<file path="config.mk">
export PLATFORM = sky130hd
export DESIGN_NAME = spi_byte_sequencer
export DESIGN_NICKNAME = d
export VERILOG_FILES = /design/src/rtl/spi_byte_sequencer.sv
export SDC_FILE = /design/constraint.sdc
export NUM_CORES = 1
export LEC_CHECK = 0
export CORE_MARGIN = 1.5
export CORE_UTILIZATION = 39
export DETAILED_ROUTE_END_ITERATION = 16
export GPL_TIMING_DRIVEN = 0
export PLACE_DENSITY = 0.75
export SYNTH_ARGS = -nofsm -noshare
export SYNTH_HDL_FRONTEND = slang
export SYNTH_SLANG_ARGS = --single-unit
</file>
<file path="constraint.sdc">
create_clock -name CLK -period 2.1 [get_ports CLK]
set_clock_uncertainty 0.1 [all_clocks]
set_input_delay 0.315 -clock CLK [delete_from_list [all_inputs] [get_ports CLK]]
set_output_delay 0.315 -clock CLK [all_outputs]
set_load 0.1 [all_outputs]
</file>
<file path="src/rtl/spi_byte_sequencer.sv">
// ---------------------------------------------------------------------------
// spi_byte_sequencer
//
// Purpose
//   Converts a byte stream into I/O strobe accesses on an SPI master that sits
//   on the same clock. Every accepted byte becomes one write strobe to the
//   master. The byte the master received while shifting the previous byte out
//   is collected from D_in and forwarded on the R stream. The last byte of a
//   frame is written with A[1]=1, so the master releases slave-select after
//   it. A closing read strobe, also at A[1]=1, collects the final received
//   byte.
//
// Parameters
//   BASE_ADDR  : I/O address of the SPI master. Bit 1 must be 0, because it
//                is used as the "release slave-select" flag.
//   STROBE_MIN : minimum strobe-low width in cycles. Must be >= 2 so the
//                master's two-flop sampler sees the strobe.
//   GAP        : strobe-high cycles between accesses. Must be >= 3 so the
//                master has raised busy before the next strobe arrives.
//
// Ports
//   CLK        in   system clock, shared with the SPI master
//   RST        in   asynchronous, active-high reset
//   S_DATA     in   [7:0] byte to transmit
//   S_LAST     in   byte ends the frame; slave-select is released after it
//   S_VALID    in   S_DATA/S_LAST valid
//   S_READY    out  byte accepted when S_VALID & S_READY
//   R_DATA     out  [7:0] received byte
//   R_VALID    out  R_DATA valid; held until R_READY
//   R_READY    in   consumer accepts R_DATA
//   A          out  [15:0] address to the master
//   D_out      out  [7:0] write data to the master's D_in
//   D_in       in   [7:0] the master's D_out (continuously driven)
//   IOWR       out  active-low write strobe
//   IORD       out  active-low read strobe
//   WAIT       in   low = master busy while a strobe is low; extends strobe
//   BUSY       out  high whenever the sequencer is not idle
//   state_dbg  out  [2:0] current state, for checkers:
//                   0=IDLE 1=HOLD 2=WR 3=WGAP 4=RD 5=RGAP
//
// Handshakes
//   Both streams use valid/ready: a transfer happens on a rising CLK edge
//   where valid and ready are both high. A source holds valid and its payload
//   stable until that transfer; ready may change freely and does not depend
//   on the same cycle's valid for S_READY. R_VALID, once raised, is held with
//   R_DATA unchanged until R_READY is seen.
// ---------------------------------------------------------------------------
module spi_byte_sequencer #(
  parameter logic [15:0] BASE_ADDR  = 16'h0300,
  parameter int          STROBE_MIN = 3,
  parameter int          GAP        = 4
) (
  input  logic        CLK,
  input  logic        RST,
  input  logic [7:0]  S_DATA,
  input  logic        S_LAST,
  input  logic        S_VALID,
  output logic        S_READY,
  output logic [7:0]  R_DATA,
  output logic        R_VALID,
  input  logic        R_READY,
  output logic [15:0] A,
  output logic [7:0]  D_out,
  input  logic [7:0]  D_in,
  output logic        IOWR,
  output logic        IORD,
  input  logic        WAIT,
  output logic        BUSY,
  output logic [2:0]  state_dbg
);

  typedef enum logic [2:0] {
    ST_IDLE = 3'd0,  // no frame open, waiting for the first byte
    ST_HOLD = 3'd1,  // frame open (slave-select low), waiting for next byte
    ST_WR   = 3'd2,  // write strobe low
    ST_WGAP = 3'd3,  // strobes high after a write
    ST_RD   = 3'd4,  // closing read strobe low
    ST_RGAP = 3'd5   // strobes high after the closing read
  } state_t;

  // Last count value of the minimum strobe width and of the gap.
  localparam logic [7:0] STROBE_LAST = 8'(STROBE_MIN - 1);
  localparam logic [7:0] GAP_LAST    = 8'(GAP - 1);

  // Address offsets: bit 1 tells the master to release slave-select.
  localparam logic [15:0] ADDR_RELEASE = 16'h0002;

  state_t      state_q,   state_d;
  logic [7:0]  cnt_q,     cnt_d;
  logic [7:0]  d_out_q,   d_out_d;
  logic        last_q,    last_d;
  logic        pending_q, pending_d;
  logic [7:0]  r_data_q,  r_data_d;
  logic        r_valid_q, r_valid_d;

  logic        s_ready;
  logic        accept;
  logic        r_slot_free;
  logic        strobe_done;

  // Byte acceptance is only possible in the two waiting states.
  assign s_ready = (state_q == ST_IDLE) || (state_q == ST_HOLD);
  assign accept  = S_VALID && s_ready;

  // The R register can take a new byte if it is empty or being popped now.
  assign r_slot_free = !r_valid_q || R_READY;

  // A strobe may end once it has been low long enough and the master no
  // longer holds WAIT low. WAIT high inside a strobe also guarantees that the
  // master's previous transfer has finished, so D_in is the received byte.
  assign strobe_done = (cnt_q >= STROBE_LAST) && WAIT;

  // -------------------------------------------------------------------------
  // Next-state and datapath logic
  // -------------------------------------------------------------------------
  always_comb begin
    state_d   = state_q;
    cnt_d     = cnt_q;
    d_out_d   = d_out_q;
    last_d    = last_q;
    pending_d = pending_q;
    r_data_d  = r_data_q;
    // A pop clears R_VALID; a capture below in the same cycle sets it again.
    r_valid_d = r_valid_q && !R_READY;

    case (state_q)
      ST_IDLE, ST_HOLD: begin
        if (accept) begin
          d_out_d = S_DATA;
          last_d  = S_LAST;
          cnt_d   = 8'd0;
          state_d = ST_WR;
        end
      end

      ST_WR: begin
        // With a byte pending, its capture needs room in the R register;
        // otherwise the strobe is stretched until the consumer pops.
        if (strobe_done && (!pending_q || r_slot_free)) begin
          if (pending_q) begin
            r_data_d  = D_in;
            r_valid_d = 1'b1;
          end
          pending_d = 1'b1;
          cnt_d     = 8'd0;
          state_d   = ST_WGAP;
        end else if (cnt_q < STROBE_LAST) begin
          // Saturate so a long extension cannot wrap the counter.
          cnt_d = cnt_q + 8'd1;
        end
      end

      ST_WGAP: begin
        if (cnt_q >= GAP_LAST) begin
          cnt_d   = 8'd0;
          state_d = last_q ? ST_RD : ST_HOLD;
        end else begin
          cnt_d = cnt_q + 8'd1;
        end
      end

      ST_RD: begin
        // The closing read always has the last byte's reception pending.
        if (strobe_done && r_slot_free) begin
          r_data_d  = D_in;
          r_valid_d = 1'b1;
          pending_d = 1'b0;
          cnt_d     = 8'd0;
          state_d   = ST_RGAP;
        end else if (cnt_q < STROBE_LAST) begin
          cnt_d = cnt_q + 8'd1;
        end
      end

      ST_RGAP: begin
        if (cnt_q >= GAP_LAST) begin
          cnt_d   = 8'd0;
          state_d = ST_IDLE;
        end else begin
          cnt_d = cnt_q + 8'd1;
        end
      end

      default: begin
        cnt_d   = 8'd0;
        state_d = ST_IDLE;
      end
    endcase
  end

  // -------------------------------------------------------------------------
  // State registers
  // -------------------------------------------------------------------------
  always_ff @(posedge CLK or posedge RST) begin
    if (RST) begin
      state_q   <= ST_IDLE;
      cnt_q     <= 8'd0;
      d_out_q   <= 8'd0;
      last_q    <= 1'b0;
      pending_q <= 1'b0;
      r_data_q  <= 8'd0;
      r_valid_q <= 1'b0;
    end else begin
      state_q   <= state_d;
      cnt_q     <= cnt_d;
      d_out_q   <= d_out_d;
      last_q    <= last_d;
      pending_q <= pending_d;
      r_data_q  <= r_data_d;
      r_valid_q <= r_valid_d;
    end
  end

  // -------------------------------------------------------------------------
  // Outputs: strobes and address decode straight from the state register, so
  // a reset raises the strobes immediately and they never glitch on inputs.
  // -------------------------------------------------------------------------
  always_comb begin
    A = BASE_ADDR;
    case (state_q)
      ST_WR:   A = BASE_ADDR | {14'd0, last_q, 1'b0};
      ST_RD:   A = BASE_ADDR | ADDR_RELEASE;
      default: A = BASE_ADDR;
    endcase
  end

  assign IOWR      = (state_q != ST_WR);
  assign IORD      = (state_q != ST_RD);
  assign D_out     = d_out_q;
  assign R_DATA    = r_data_q;
  assign R_VALID   = r_valid_q;
  assign S_READY   = s_ready;
  assign BUSY      = (state_q != ST_IDLE);
  assign state_dbg = state_q;

endmodule

</file>
## After elaboration in Yosys (flattened, before gate mapping)

Cells that the tools add are included.

| cells by class | value |
|---|---|
| add/sub/neg operators | 1 |
| reduce and logical (&&, ||, !) cells | 20 |
| multiplexer cells | 25 |
| $lt $le $gt $ge | 3 |
| eq/ne operators | 13 |

Operators with widths:

| kind | number |
|---|---|
| $mux W8 | 8 |
| $pmux W8 S4 | 1 |
| $mux W3 | 6 |
| $ge A8 B2 Y1 const B | 2 |
| $pmux W8 S2 | 1 |
| $pmux W3 S5 | 1 |
| $ne A2 B2 Y1 const B | 6 |
| $add A8 B1 Y8 const B | 1 |
| $lt A8 B2 Y1 const B | 1 |
| $eq A3 B2 Y1 const B | 2 |
| $eq A3 B3 Y1 const B | 2 |
| $logic_and A1 B1 Y1 | 5 |
| $mux W1 | 5 |
| $reduce_and A5 Y1 | 1 |
| $pmux W1 S2 | 2 |
| $pmux W2 S2 | 1 |
| $reduce_and A4 Y1 | 1 |
| $reduce_or A2 Y1 | 2 |
| $eq A3 B1 Y1 const B | 1 |
| $logic_not A1 Y1 | 3 |
| $logic_not A3 Y1 | 1 |
| $logic_or A1 B1 Y1 | 3 |
| $ne A3 B2 Y1 const B | 1 |
| $ne A3 B3 Y1 const B | 1 |
| other kinds (4) | 4 |

| storage, ports and cells | value |
|---|---|
| word-level logic and storage cells | 69 |
| output and inout port bits | 40 |
| flip-flop bits (word level) | 30 |

## Depth between registers and ports, before layout

| logic depth | value |
|---|---|
| depth after elaboration | 6 |
| depth in mapped cells | 7 |

## Worst setup path before layout

No wires, ideal clock.

| timing path | value |
|---|---|
| path kind | reg2out |
| from | register state_q[1] (netlist: state_dbg[1]) |
| to | output A[1] |
| cell stages (with the launch flop) | 4 |
| arrival | 4.387 ns |
| required time | 1.685 ns |
| path slack | -2.702 ns |
| cell sequence | dfrtp_1 -> nor2b_1 -> nand2b_1 -> o21ai_0 |

| between the ends | value |
|---|---|
| cells in the longest elaborated chain, start to end | 2 |
| elaborated cells between the ends (all ways) | 3 |

RTL lines:

| element | line | text |
|---|---|---|
| start, declared | 88 | `state_t state_q, state_d;` |
| start signal, assigned | 204 | `state_q <= state_d;` |
| $eq A3 B3 Y1 or $eq A3 B2 Y1 (tied branches) | 220 | `case (state_q)` |
| $pmux W2 S2 * | 220 |  |
| end, declared | 62 | `output logic [15:0] A,` |

Mark *: on every way between the ends. The rest lies on a longest branch, timed or not.

## Worst setup path in the final report

| timing path | value |
|---|---|
| from | register cnt_q[5] |
| to | register r_data_q[1] (netlist: R_DATA[1]) |

| between the ends | value |
|---|---|
| cells in the longest elaborated chain, start to end | 5 |
| elaborated cells between the ends (all ways) | 7 |

RTL lines:

| element | line | text |
|---|---|---|
| start, declared | 89 | `logic [7:0] cnt_q, cnt_d;` |
| start signal, assigned | 205 | `cnt_q <= cnt_d;` |
| $ge A8 B2 Y1 * | 111 | `assign strobe_done = (cnt_q >= STROBE_LAST) && WAIT;` |
| $logic_and A1 B1 Y1 * | 111 |  |
| $logic_and A1 B1 Y1 (on tied branches) | 164, 139 |  |
| $ne A2 B2 Y1 (no line) | -- |  |
| $reduce_and A4 Y1 (no line) * | -- |  |
| end signal, assigned | 209 | `r_data_q <= r_data_d;` |
| end, declared | 93 | `logic [7:0] r_data_q, r_data_d;` |

Marks and branches as above.
A chain may end at the register's enable or synchronous reset.

==> out/qor.yml <==
dieArea_um2: 4392
io_pins: 62
cts.sink_count: 30
drv_slew: 0
initial_core_util: 0.4171
clockBufferDepth: 2
synth-seq-area-share: 0.4808
min_path_type: "flop to flop"
htreeDepth: 2
pre_cts_ws_ns: -0.4879
synth.distinct_cells: 36
hold_violations: 0
grt_pass1_vias: 1292
vias: 1256
status: "complete, but fails checks"
via_per_inst: 4.758
max_cap_violations: 0
wire_per_inst_um: 14.39
drive_gt1_frac: 0.3843
cts_tree: "built"
first_pass_iters: 4
wl_met1_um: 1520
hpwl_um: 2463
routabilityCongestion: 0.8373
crit_arrival_ns: 2.19
wirelength_um: 3799
synth_edf_count: 0
area_growth_pct: 54.81
grt_pass1_wl_um: 6154
regToRegSetupSlack_ns: -0.02
critPathKind: "flop to flop"
synth_common_cells: "dfrtp_1 (30), buf_4 (16), mux2_2 (9), nor2_1 (9)"
fp.dieH_um: 66.28
synth_area_leaders: "dfrtp_1 (48%), buf_4 (7.7%), mux2_2 (6.5%)"
rsz0062_at_grt: "true"
finish.net_count: 240
yosys.area.top_type: "dfrtp_1"
finalSetupViolations: 8
clkTransAtPathRegs_ns: 0.07
max_slew_margin: 0.2250
drc: 0
wl_met2_um: 1881
post-route-period-util: 1.010
crit_path_end_kind: "flop"
place_area_um2: 2200
core_um2: 3744
startpoint_type: "flop"
violations: "negative setup slack"
synthCells: 139
fmaxAchievable_mhz: 471.5
drt_iter0_markers: 36
portBuffers: 46
crit_fanout: 8
hold_slack_ns: 0.3878
ys_async_sr_fraction: 1.000
cts_inserted_buffers: 5
wl_met3_um: 306
synth_top_area_share: 0.4808
design_area_um2: 2417
antenna_cells: 0
rows: 22
track_usage: 0.1887
root_buffer: "clkbuf_8"
grt_overflow_total: 0
topRoutingLayerUsed: "met4"
ant_nets: 0
avgSynthCellArea_um2: 11.23
yosysMostFrequentCell: "dfrtp_1"
worst_slew_pin_slew_ns: 1.161
ys.flop_type: "dfrtp_1"
synth_area_um2: 1561
setup_ws_ns: -0.02093
finalCriticalPeriod_ns: 2.121
die_w_um: 66.28
ys_ff_latch: 30
grt_max_degree: 31
antenna_found_initial: 0
yosysWarnings: 0
worstPathRequired_ns: 2.17
worstSkewPairLatency_ns: 0.28
[final timing paths]
kind	startpoint	endpoint	depth (start not counted)
max	cnt_q[5]	R_DATA[1]	6
min	cnt_q[3]	cnt_q[3]	1
max reg2reg	cnt_q[5]	R_DATA[1]	6
min reg2reg	cnt_q[3]	cnt_q[3]	1
max in group asynchronous	RST	state_dbg[0]	2
min in group asynchronous	RST	R_DATA[7]	2
[layout by cell type (no fill, tap or decap), types with 2 or more instances in the layout]
master	count
a21o_1	2
a21oi_1	2
and2_1	4
buf_2	4
buf_4	25
buf_6	2
clkbuf_8	5
clkdlybuf4s50_1	21
clkinv_2	2
conb_1	15
dfrtp_1	25
dfrtp_4	4
dlygate4sd2_1	19
inv_1	7
mux2_2	9
mux2_4	8
nand2_1	3
nand2b_1	5
nand2b_4	2
nor2_1	8
o21a_1	3
o21ai_0	6
o21ai_4	2
or3_4	2
[critical path: stages (launching register included)]
cell,delay (ns)
dfrtp_1,0.38
or4_4,0.58
nor4_4,0.27
o21ai_2,0.09
nand2b_1,0.11
buf_6,0.16
mux2_4,0.31
[logic make-up (layout without fill, tap and decap cells)]
family                     Yosys count  in the layout  synth area share
AOI/OAI and AO/OA                   23             23            0.1146
xor gates and xnor gates             1              1           0.01042
adders and majority gates            3              3           0.02404
buffers and inverters               25             89           0.09856
DFF                                 30             30            0.4808
muxes                               17             17            0.1226
other                                2             15          0.004809
and+or+nand+nor                     38             38            0.1442
[state kept, by name, summed over array words and instances (netlist names)]
name,count
cnt_q,8
R_VALID,1
state_dbg,3
pending_q,1
D_out,8
last_q,1
R_DATA,8
[what timing repair did]
item,4_1_cts,5_1_grt
hold buffers,0,0
pin swaps,4,3
buffers inserted,4,6
gates resized for setup,57,9
endpoints found under the setup margin,35,21
[per-stage QoR]
step / TNS [ns] / std cells / utilization
final: -0.1465 / 264 / 0.6457
after CTS: -0.08544 / 258 / 0.6280
after global routing: -0.7069 / 264 / 0.6457
after detailed placement: -3.589 / 246 / 0.5876
after floorplan: -0.2697 / 152 / -
after global placement: -3.495 / 246 / 0.5876
[per-layer routing]
layer	global-route usage	vias to the layer above
met5	0	-
met3	0.07325	10
li1	-	597
met1	0.2193	595
met2	0.3100	54
met4	0.07653	0
[area by class of cell]
cell class / count / area, µm²
buffer: 17 / 128.9
clock buffer: 5 / 68.82
timing repair buffer: 56 / 493.0
clock inverter: 3 / 40.04
inverter: 8 / 33.78
multi-input combinational: 97 / 825.8
fill: 298 / 1326
sequential: 30 / 767.0
tap: 48 / 60.06
Power is not shown: default switching activity piles up to over one toggle a cycle in this logic, so the estimate is an artifact.
